<file path="src/rtl/ysyx_23060201_isram.sv">
// Read-only AXI4-Lite instruction memory in front of the fetch unit.
// One outstanding fetch, fixed or LFSR-driven response latency, registered outputs.
module ysyx_23060201_isram #(
    parameter int unsigned ADDR_WIDTH = 32,
    parameter int unsigned DATA_WIDTH = 32,
    parameter logic [31:0] MBASE      = 32'h8000_0000,
    parameter logic [31:0] MSIZE      = 32'h0800_0000,
    parameter int unsigned LATENCY    = 1,
    parameter bit          RAND_LAT   = 1'b0
) (
    input  logic                  clk,
    input  logic                  rst_n,
    input  logic                  arvalid,
    output logic                  arready,
    input  logic [ADDR_WIDTH-1:0] araddr,
    output logic                  rvalid,
    input  logic                  rready,
    output logic [DATA_WIDTH-1:0] rdata,
    output logic [1:0]            rresp
);

    // state | meaning
    // IDLE  | arready high, waiting for a fetch address
    // WAIT  | address latched, counting down the response latency
    // RESP  | rvalid high, rdata/rresp held until rready
    typedef enum logic [1:0] {
        ST_IDLE = 2'd0,
        ST_WAIT = 2'd1,
        ST_RESP = 2'd2
    } state_t;

    localparam logic [7:0]  LAT_FIX  = 8'(LATENCY);
    localparam logic [1:0]  RESP_OK  = 2'b00;
    localparam logic [1:0]  RESP_ERR = 2'b10;
    // window bounds carry one extra bit so MBASE + MSIZE cannot wrap
    localparam logic [32:0] WIN_LO   = {1'b0, MBASE};
    localparam logic [32:0] WIN_HI   = {1'b0, MBASE} + {1'b0, MSIZE};

    state_t                  state_q, state_d;
    logic                    arready_q, arready_d;
    logic                    rvalid_q, rvalid_d;
    logic [DATA_WIDTH-1:0]   rdata_q, rdata_d;
    logic [1:0]              rresp_q, rresp_d;
    logic [ADDR_WIDTH-1:0]   addr_q, addr_d;
    logic [7:0]              cnt_q, cnt_d;
    logic [7:0]              lfsr_q, lfsr_d;
    logic [7:0]              lat_load;
    logic                    lfsr_fb;

    // Behavioural stand-in for the simulator's pmem_read(addr, wmask):
    // a deterministic word derived from the offset into the window.
    function automatic logic [31:0] pmem_read(input logic [31:0] addr, input logic [7:0] mask);
        logic [31:0] off;
        logic [31:0] word;
        off  = addr - MBASE;
        word = {off[17:2], 16'h0413} ^ {off[31:18], off[1:0], 16'h0000};
        return (mask == 8'b0000_1111) ? word : 32'h0;
    endfunction

    function automatic logic addr_legal(input logic [ADDR_WIDTH-1:0] a);
        logic [32:0] ax;
        ax = 33'(a);
        return (a[1:0] == 2'b00) && (ax >= WIN_LO) && (ax < WIN_HI);
    endfunction

    assign lfsr_fb  = lfsr_q[7] ^ lfsr_q[5] ^ lfsr_q[4] ^ lfsr_q[3];
    assign lfsr_d   = {lfsr_q[6:0], lfsr_fb};
    assign lat_load = RAND_LAT ? ({5'b0, lfsr_q[2:0]} + 8'd1) : LAT_FIX;

    always_ff @(posedge clk or negedge rst_n) begin
        if (!rst_n) begin
            state_q   <= ST_IDLE;
            arready_q <= 1'b0;
            rvalid_q  <= 1'b0;
            rdata_q   <= '0;
            rresp_q   <= RESP_OK;
            addr_q    <= '0;
            cnt_q     <= 8'd0;
            lfsr_q    <= 8'hA5;
        end else begin
            state_q   <= state_d;
            arready_q <= arready_d;
            rvalid_q  <= rvalid_d;
            rdata_q   <= rdata_d;
            rresp_q   <= rresp_d;
            addr_q    <= addr_d;
            cnt_q     <= cnt_d;
            lfsr_q    <= lfsr_d;
        end
    end

    always_comb begin
        state_d   = state_q;
        arready_d = arready_q;
        rvalid_d  = rvalid_q;
        rdata_d   = rdata_q;
        rresp_d   = rresp_q;
        addr_d    = addr_q;
        cnt_d     = cnt_q;
        unique case (state_q)
            ST_IDLE: begin
                arready_d = 1'b1;
                rvalid_d  = 1'b0;
                // arready_q is low on the first cycle after reset, so no accept then
                if (arvalid && arready_q) begin
                    addr_d    = araddr;
                    cnt_d     = lat_load;
                    arready_d = 1'b0;
                    state_d   = ST_WAIT;
                end
            end
            ST_WAIT: begin
                arready_d = 1'b0;
                rvalid_d  = 1'b0;
                if (cnt_q == 8'd1) begin
                    if (addr_legal(addr_q)) begin
                        rresp_d = RESP_OK;
                        rdata_d = DATA_WIDTH'(pmem_read(32'(addr_q), 8'b0000_1111));
                    end else begin
                        rresp_d = RESP_ERR;
                        rdata_d = '0;
                    end
                    rvalid_d = 1'b1;
                    state_d  = ST_RESP;
                end else begin
                    cnt_d = cnt_q - 8'd1;
                end
            end
            ST_RESP: begin
                arready_d = 1'b0;
                rvalid_d  = 1'b1;
                if (rready) begin
                    rvalid_d  = 1'b0;
                    arready_d = 1'b1;
                    state_d   = ST_IDLE;
                end
            end
            default: begin
                state_d   = ST_IDLE;
                arready_d = 1'b0;
                rvalid_d  = 1'b0;
            end
        endcase
    end

    assign arready = arready_q;
    assign rvalid  = rvalid_q;
    assign rdata   = rdata_q;
    assign rresp   = rresp_q;

endmodule

</file>
<file path="config.mk">
export PLATFORM = sky130hd
export DESIGN_NAME = ysyx_23060201_isram
export DESIGN_NICKNAME = d
export VERILOG_FILES = /design/src/rtl/ysyx_23060201_isram.sv
export SDC_FILE = /design/constraint.sdc
export NUM_CORES = 1
export LEC_CHECK = 0
export ABC_AREA = 1
export CORE_AREA = 8 8 84 86
export CTS_CLUSTER_DIAMETER = 60
export DETAILED_ROUTE_END_ITERATION = 8
export DIE_AREA = 0 0 92 94
export PLACE_DENSITY_LB_ADDON = 0.12
export SLEW_MARGIN = 10
export SYNTH_ARGS = -nofsm -noshare
export SYNTH_HDL_FRONTEND = slang
export SYNTH_SLANG_ARGS = --single-unit
</file>
<file path="constraint.sdc">
create_clock -name clk -period 4.4 [get_ports clk]
set_input_delay 1.1 -clock clk [delete_from_list [all_inputs] [get_ports clk]]
set_output_delay 1.1 -clock clk [all_outputs]
set_load 0.02 [all_outputs]
</file>
; ---- Word level (Yosys, flattened, before mapping)
; Index checks and enable logic that the tools add are counted.
[op_classes]
n_addsub = 2
n_lt_le_gt_ge = 2
eq_ne = 7
n_mux = 15
bitwise_logic = 1
n_reduce_logical = 10
[ops]
columns = operator, n
row1 = $ge A32 B32 Y1 const B, 1
row2 = $lt A32 B32 Y1 const B, 1
row3 = $mux W32, 1
row4 = $sub A32 B32 Y32 const B, 1
row5 = $xor A32 B32 Y32, 1
row6 = $mux W8, 2
row7 = $pmux W8 S2, 1
row8 = $eq A8 B1 Y1 const B, 1
row9 = $mux W2, 4
row10 = $ne A2 B2 Y1 const B, 4
row11 = $sub A8 B1 Y8 const B, 1
row12 = $pmux W2 S3, 1
row13 = $reduce_and A3 Y1, 2
row14 = $logic_not A2 Y1, 2
row15 = $mux W1, 4
row16 = $pmux W1 S2, 2
row17 = $reduce_and A2 Y1, 2
row18 = $logic_and A1 B1 Y1, 3
row19 = $eq A2 B1 Y1 const B, 1
row20 = $eq A2 B2 Y1 const B, 1
row21 = $reduce_bool A2 Y1, 1
[totals]
ff_bits = 78
input_bits = 36
elab_cells = 44

; ---- Depth between registers and ports, before layout
; Gate-level depths: netlist of run 1.
[depth]
word_depth = 4
ltp_mapped = 9
mapped_depth_nobuf = 9

; ---- Worst setup path before layout of run 1
; Ideal clock, no wire load.
[synth_path]
path_kind = input port to flip-flop
startpoint = input arvalid
endpoint = register addr_q[0]
setup_time_ps = 125
arrival_ps = 1768
slack_ps = 2507
cell_stages = 3
n_path_buf = 1
path_cell_list = nand3_2 -> buf_2 -> mux2_2
[synth_via]
elab_chain_len = 2
[synth_lines]
columns = element, line
row1 = from (decl), 13  ; input logic arvalid,
row2 = $logic_and A1 B1 Y1, 105  ; if (arvalid && arready_q) begin
row3 = $reduce_and A2 Y1 (no line), n/a
row4 = to (signal assigned), 86  ; addr_q <= addr_d;
row5 = to (decl), 44  ; logic [ADDR_WIDTH-1:0] addr_q, addr_d;
; No other way between the ends.
; A chain may end at the register's enable or synchronous reset.

; ---- Worst setup path after layout of run 1
[layout_path]
startpoint = input arvalid
endpoint = register addr_q[6]
; Same word-level chain as after synthesis.

==> results of run 1 <==
==> cell families (layout without fill, tap and decap cells) <==
logic type | count (synthesis) | in the layout | share of synthesized area
compound gates | 30 | 30 | 0.0652
xor+xnor | 18 | 18 | 0.0537
fa+ha+maj | 5 | 5 | 0.0213
buf+inv | 39 | 90 | 0.0852
flops | 62 | 62 | 0.528
mux | 30 | 30 | 0.115
other cells | 1 | 13 | 0.00128
simple gates | 81 | 81 | 0.130
==> worst paths after layout <==
kind,to,slack (ps),cells past startpoint
worst max-delay path,addr_q[6],1810,3
worst min-delay path,rdata[29],490,2
worst max register to register,addr_q[6],2340,4
worst min register to register,rdata[29],490,2
max in group asynchronous,addr_q[6],2640,2
min in group asynchronous,rdata[17],930,1
==> state kept, by name (all words and copies together), names as in the netlist <==
signal,flops
addr_q,32
rdata,17
cnt_q,8
state_q,2
arready,1
rresp,1
rvalid,1
==> power by group <==
part | internal, mW | total, mW | switching [mW]
Sequential | 0.771 | 0.913 | 0.142
Combinational | 0.409 | 0.830 | 0.421
Clock | 0.292 | 0.506 | 0.214
Total | 1.47 | 2.25 | 0.778
==> synthesized netlist by cell type (all sizes together) <==
master / number / area, um2
o21a: 1 / 7.51
xor2: 3 / 26.3
dfrtp: 62 / 1550
conb: 1 / 3.75
mux2: 30 / 338
ha: 5 / 62.6
buf: 24 / 194
nand3: 9 / 55.1
nand4: 2 / 12.5
nor3: 1 / 5.00
a21oi: 2 / 10.0
a21boi: 2 / 15.0
o21ai: 25 / 159
xnor2: 15 / 131
nor2: 17 / 81.3
inv: 15 / 56.3
nand2: 52 / 228
==> layer usage <==
layer	vias to the layer above	global-route usage	part of all wire
met5	-	0	0
li1	951	-	-
met4	0	0.0523	0.014
met3	12	0.0560	0.070
met1	920	0.169	0.44
met2	57	0.226	0.47
==> final cells by class <==
class	count	area, um2	share of cell area
tap	75	93.8	0.0256
clock buffer	13	159	0.0433
sequential	62	1550	0.423
clock inverter	3	42.5	0.0116
multi-input combinational	177	1180	0.322
timing repair buffer	59	583	0.159
inverter	15	56.3	0.0154
==> per-stage QoR <==
stage / hold slack, ps / setup WS [ps] / instances
6_report: 487 / 1810 / 404
5_1_grt: 502 / 1730 / 404
4_1_cts: 490 / 1780 / 404
3_5_place_dp: 473 / 1430 / 388
3_3_place_gp: 471 / 1470 / 388
2_1_floorplan: 475 / 2510 / 278
==> worst min-delay path, delay by kind of cell, from the launching register on <==
family             cells  cell delay (ps)
DFF                    1              360
and+or+nand+nor        1               60
AOI/OAI and AO/OA      1               40
==> run metrics, run 1 <==
outcome=finished, final reports clean; iteration count of the initial detailed-routing pass=4; global-route wire length before repair=approximately 9700 um; Min Clock Period, post-route=2590 ps; r2r startpoint=state_q[1]; buffers and inverters on the worst path=1; final wirelength=5720 um; maximum buffer depth of the clock tree=2; remaining routing DRC violations=0; via count of the first global-routing pass=about 2100; cell family contributing the most delay on the critical path=simple AND/OR/NAND/NOR gates; number of endpoints failing setup at the final stage=0; layout cell share with drive strength beyond 1=0.222; diode insertion count for antenna repair=0; number of clock sinks=62; mean post-synth cell area=11.0 um2; register clock-pin slew on the reported worst setup and hold paths=60 ps; max-slew violations=0; placed wire-length estimate after detailed placement=4000 um; largest stage delay on the critical path=between 600 and 700 ps; die extent in y=94 um; starting DRC count in detailed routing=113; Worst IR Drop VDD=0.316 mV; via count=roughly 1900; post-cts hold buffer count=0; core occupancy in the finished layout=0.638; relative slew slack=0.329; setup repair after global routing missed its margin=false; clock buffers created by TritonCTS=9; final worst clock skew=around 6.2 ps; CP max FO=34; antenna violations before repair=0; Max-Cap Viols=0; count of yosys warnings during synthesis=0; Leakage=1.64 nW; launch point of the critical path=arvalid; die width=92 um; type of the most critical hold path=register to register; number of nets still failing antenna checks after routing=0; Initial Utilization=0.511; final worst-path cycle share=0.588; latest clock arrival within the worst-skew pair=330 ps; arrival time reported for the critical path endpoint=between 2000 and 3000 ps; synthesis-to-finish area growth=24.8%; via-per-instance ratio=4.80; Filler cells=around 490; Non-Filler Cell Area, Final=3670 um2; CTS tree=done; type of element capturing the critical path=register; count of H-tree levels built during CTS=3; CP cell instances=clkdlybuf4s50_1, nand3_2, mux2_2; gpl congestion=0.836; largest net degree at the start of global routing=46; standard-cell row count=28; critical path required time=between 4000 and 5000 ps; power per unit of standard cell area=614 nW/um2; leading cell type in the layout, fill and taps excluded=sky130_fd_sc_hd__dfrtp_1; Nets=365; root buffer selected by CTS=sky130_fd_sc_hd__clkbuf_8; full die area=just under 9000 um2; category of the most critical setup path=input port to register; count of mapped cells out of synthesis=266; distinct cell type count after synthesis=26; total count of hold-check failures in the final report=0; area after detailed placement=around 3500 um2; combined area of all synthesized cells=2940 um2; I/O pin total=72; slew at the pin with the worst max-slew slack=1010 ps; Crit-path slowest cell=sky130_fd_sc_hd__nand3_2; total grt overflow=0; Port Buf Inserts=58; sequential cell area fraction in the yosys report=0.528; flip-flop and latch count after synthesis=62; setup TNS=0 ps; postcts setup bufs=0; area of the core=5750 um2; post-CTS resize count=0; post-layout total power=2.25 mW; startpoint of the worst hold path=rdata[29]; Overall Global Routing Usage=0.142; final routed wire length divided by cell count=14.2 um; Fmax achieved=just under 0.4 GHz; Critical Path Source Type=input port; most frequent cells in the layout=62 x sky130_fd_sc_hd__dfrtp_1, 57 x sky130_fd_sc_hd__clkdlybuf4s50_1, 39 x sky130_fd_sc_hd__nand2_1
(Power assumes the default switching activity.)
==> run 2: changes to the inputs <==
Settings changed: CORE_AREA 8 8 84 86 to 8 8 87 89, DIE_AREA 0 0 92 94 to 0 0 95 97.
Clock period 4.4 ns to 2.7 ns, I/O delays scaled along.
==> run 2 against run 1 <==
  * Final cell count increased by 0.99%
  * Worst hold slack got worse by 110 ps
  * Global-route usage decreased by 1.3 points
  * Highest routed layer unchanged
  * Final area increased by 1.2%
  * Via count decreased by 1.7%
  * Combinational power increased by 64%
  * Clock power increased by 61%
  * Sequential power increased by 63%
  * Largest cell class unchanged
  * Non-clock buffer count increased by 2
  * Die area increased by 6.6%
  * Setup slack got worse by 1200 ps
  * Clock-buffer cell count unchanged
==> run metrics, run 2 (synthesis results as in run 1) <==
power per unit of standard cell area=988 nW/um2; critical path required time=2030 ps; number of clock sinks=62; count of H-tree levels built during CTS=3; via count of the first global-routing pass=2065; placed wire-length estimate after detailed placement=roughly 4000 um; placed cell count=392; Crit-path slowest cell=sky130_fd_sc_hd__clkdlybuf4s50_1; core occupancy in the finished layout=0.598; remaining routing DRC violations=0; Filler cells=between 500 and 600; Overall Global Routing Usage=0.129; latest clock arrival within the worst-skew pair=330 ps; leading cell type in the layout, fill and taps excluded=sky130_fd_sc_hd__dfrtp_1; antenna violations before repair=0; CTS tree=done; outcome=finished, final reports clean; register clock-pin slew on the reported worst setup and hold paths=around 70 ps; Fmax achieved=0.487 GHz; setup repair after global routing missed its margin=false; area of the core=6200 um2; cell family contributing the most delay on the critical path=buffers and inverters; relative slew slack=0.555; global-route wire length before repair=roughly 9400 um; final routed wire length divided by cell count=13.6 um; largest net degree at the start of global routing=35; layout cell share with drive strength beyond 1=0.227; Min Clock Period, post-route=2050 ps; I/O pin total=72; setup TNS=0 ps; post-cts hold buffer count=0; number of standard cells in the final layout excluding fillers=roughly 400; standard-cell row count=29; Leakage=1.66 nW; total grt overflow=0; die extent in y=97 um; most frequent cells in the layout=62 x sky130_fd_sc_hd__dfrtp_1, 57 x sky130_fd_sc_hd__clkdlybuf4s50_1, 39 x sky130_fd_sc_hd__nand2_1; root buffer selected by CTS=sky130_fd_sc_hd__clkbuf_8; CP max FO=5; total count of hold-check failures in the final report=0; Biggest register=addr_q; via-per-instance ratio=4.67; gpl congestion=0.806; Worst IR Drop VDD=between 0.5 and 0.6 mV; Nets=367; postcts setup bufs=0; max-slew violations=0; type of the most critical hold path=input port to async pin; maximum buffer depth of the clock tree=2; Initial Utilization=0.473; largest stage delay on the critical path=between 600 and 700 ps; starting DRC count in detailed routing=47; final worst clock skew=8.10 ps; final wirelength=5570 um; Largest register FFs=32; die width=95 um; slew at the pin with the worst max-slew slack=668 ps; final worst-path cycle share=0.761; synthesis-to-finish area growth=26.3%; arrival time reported for the critical path endpoint=approximately 1400 ps; category of the most critical setup path=register to primary output; Critical Path Source Type=register; number of nets still failing antenna checks after routing=0; full die area=~9000 um2; CP cell instances=clkdlybuf4s50_1; clock buffers created by TritonCTS=9; buffers and inverters on the worst path=1; diode insertion count for antenna repair=0; Max-Cap Viols=0; post-CTS resize count=0; type of element capturing the critical path=primary output; number of endpoints failing setup at the final stage=0; iteration count of the initial detailed-routing pass=4; via count=1907; Port Buf Inserts=58
## run 2: changes by cell type in the layout (fill, tap and decap cells not counted), sizes merged
cell  change
buf       +2
## run 2: worst paths after layout
| kind | from | end | slack (ps) | cells past startpoint |
|---|---|---|---|---|
| max | rdata[10] | rdata[1] | 650 | 1 |
| min | rst_n | cnt_q[4] | 380 | 1 |
| max reg2reg | state_q[1] | rresp[1] | 930 | 4 |
| min reg2reg | rdata[25] | rdata[25] | 480 | 2 |
| max in group asynchronous | rst_n | addr_q[14] | 1710 | 2 |
| min in group clk | rdata[25] | rdata[25] | 480 | 2 |
## run 2: area by class of cell
class                      count  area, um2  area share
timing repair buffer          61        623       0.168
inverter                      15       56.3      0.0152
clock buffer                  13        159      0.0428
clock inverter                 3       42.5      0.0115
sequential                    62       1550       0.418
tap                           77       96.3      0.0260
multi-input combinational    177       1180       0.318
## run 2: through the flow
step,hold slack (ps),worst slack (ps),power (mW),cell area (um2)
after floorplan,379,1230,2.61,2980
after global placement,471,779,2.85,3510
after CTS,391,609,3.72,3710
after detailed placement,474,760,2.89,3510
final,379,645,3.66,3710
after global routing,415,579,3.95,3710
## run 2: metal layers
layer | routed length [um] | up-vias | share of wire | global-route usage
li1 | - | 952 | - | -
met1 | 2500 | 897 | 0.45 | 0.160
met2 | 2550 | 54 | 0.46 | 0.197
met3 | 463 | 4 | 0.083 | 0.0464
met4 | 48 | 0 | 0.0086 | 0.0541
met5 | 0 | - | 0 | 0
## run 2: where the power goes
part / total, mW / switching (mW) / internal [mW] / leakage [nW]
clock: 0.815 / 0.339 / 0.476 / 0.0996
sequential: 1.49 / 0.231 / 1.26 / 0.781
combinational: 1.36 / 0.677 / 0.685 / 0.775
==> run 3: changes to the inputs <==
Settings changed: CORE_AREA 8 8 87 89 to 8 8 91 93, DIE_AREA 0 0 95 97 to 0 0 99 101.
Clock period 2.7 ns to 1.7 ns, I/O delays scaled along.
==> run 3 against run 2 <==
  * Sequential cell count is the same
  * Via count grew 0.73%
  * Sequential share of layout area shrank 0.28 points
  * Critical endpoint is now rdata[22]
==> run metrics, run 3 (synthesis results as in run 1) <==
root buffer selected by CTS=sky130_fd_sc_hd__clkbuf_8; setup repair after global routing missed its margin=false; gpl congestion=0.797; global-route wire length before repair=9580 um; post-cts hold buffer count=0; combined flip-flop and latch cell area=1550 um2; full die area=10000 um2; Port Buf Inserts=58; leading cell type in the layout, fill and taps excluded=sky130_fd_sc_hd__dfrtp_1; outcome=finished, final reports clean; Leakage=about 1.8 nW; final routed wire length divided by cell count=13.4 um; critical path required time=about 1900 ps; area of combinational cells with multiple inputs=1190 um2; via count=1921; maximum buffer depth of the clock tree=2; layout cell share with drive strength beyond 1=0.237; via-per-instance ratio=4.62; Biggest register=addr_q; arrival time reported for the critical path endpoint=1720 ps; largest net degree at the start of global routing=63; Nets=370; most frequent cells in the layout=62 x sky130_fd_sc_hd__dfrtp_1, 39 x sky130_fd_sc_hd__nand2_1, 34 x sky130_fd_sc_hd__clkdlybuf4s50_1; register clock-pin slew on the reported worst setup and hold paths=70 ps; die width=roughly 99 um; remaining routing DRC violations=0; final worst clock skew=between 5 and 6 ps; starting DRC count in detailed routing=32; final worst-path cycle share=0.891; synthesis-to-finish area growth=27.1%; power per unit of standard cell area=1590 nW/um2; number of nets still failing antenna checks after routing=0; number of clock sinks=62; iteration count of the initial detailed-routing pass=5; Max-Cap Viols=0; Worst IR Drop VDD=0.597 mV; diode insertion count for antenna repair=0; max-slew violations=0; placed wire-length estimate after detailed placement=approximately 4100 um; postcts setup bufs=0; Filler cells=636; setup TNS=0 ps; type of the most critical hold path=input port to async pin; standard-cell row count=31; total count of hold-check failures in the final report=0; antenna violations before repair=0; die extent in y=101 um; final wirelength=5590 um; CP max FO=11; I/O pin total=72; latest clock arrival within the worst-skew pair=about 320 ps; Initial Utilization=0.423; Overall Global Routing Usage=0.121; category of the most critical setup path=register to register; number of endpoints failing setup at the final stage=0; Min Clock Period, post-route=1520 ps; clock buffers created by TritonCTS=9; Fmax achieved=0.660 GHz; area of the core=6940 um2; Largest register FFs=32; count of H-tree levels built during CTS=3; post-layout total power=5.94 mW; total grt overflow=0; via count of the first global-routing pass=approximately 2000; Critical Path Source Type=register; CTS tree=done; type of element capturing the critical path=register
==> run 3: cell type report <==
cell class                      instances  area share
Timing Repair Buffer                   64       0.166
Inverter                               15      0.0151
Clock inverter                          4      0.0188
Tap cell                               82      0.0275
Sequential cell                        62       0.416
Multi-Input combinational cell        177       0.318
Clock buffer                           12      0.0389
==> run 3: report_power, final <==
| group | internal (mW) | leakage, nW | total, mW | switching (mW) |
|---|---|---|---|---|
| registers | 2.00 | 0.781 | 2.36 | 0.368 |
| logic | 1.09 | 0.902 | 2.18 | 1.09 |
| clock network | 0.862 | 0.110 | 1.40 | 0.540 |
==> run 3: path summary, 6_finish.rpt <==
kind | endpoint | start | slack (ps) | cells past startpoint
max in group asynchronous | addr_q[31] | rst_n | 1320 | 2
setup / recovery | rdata[22] | cnt_q[1] | 180 | 8
min in group clk | rdata[31] | rdata[31] | 480 | 2
setup reg to reg | rdata[22] | cnt_q[1] | 180 | 8
hold reg to reg | rdata[31] | rdata[31] | 480 | 2
hold / removal | cnt_q[3] | rst_n | 90 | 2
==> run 3: layer usage <==
metal / up-vias / routed length, um / global-route usage
met1: 900 / 2530 / 0.145
met5: - / 0 / 0
li1: 959 / - / -
met4: 0 / 103 / 0.0673
met2: 52 / 2600 / 0.187
met3: 10 / 365 / 0.0407
==> run 3: timing repair <==
| item | CTS | global route |
|---|---|---|
| gates cloned | 0 | 0 |
| gates resized for setup | 22 | 3 |
| setup endpoints to repair | 22 | 7 |
| endpoints found under the hold margin | 0 | 0 |
==> run 3: critical path, stage by stage (launching register included) <==
cell and delay, ps:
sky130_fd_sc_hd__dfrtp_1 400, sky130_fd_sc_hd__inv_1 100, sky130_fd_sc_hd__ha_1 150, sky130_fd_sc_hd__nand3_1 110
sky130_fd_sc_hd__nor2_4 170, sky130_fd_sc_hd__nand2_2 110, sky130_fd_sc_hd__buf_4 220, sky130_fd_sc_hd__nand2_1 70
sky130_fd_sc_hd__o21ai_0 70
==> run 3: stage by stage <==
step           utilization  area, um2  hold WS [ps]  setup slack [ps]  cells
2_1_floorplan            -       2980           129               266    278
3_3_place_gp         0.509       3540           469              27.9    400
3_5_place_dp         0.509       3540           463             0.432    400
4_1_cts              0.536       3720           107              3.45    416
5_1_grt              0.538       3730           116              18.4    416
6_report             0.538       3730          91.5               185    416
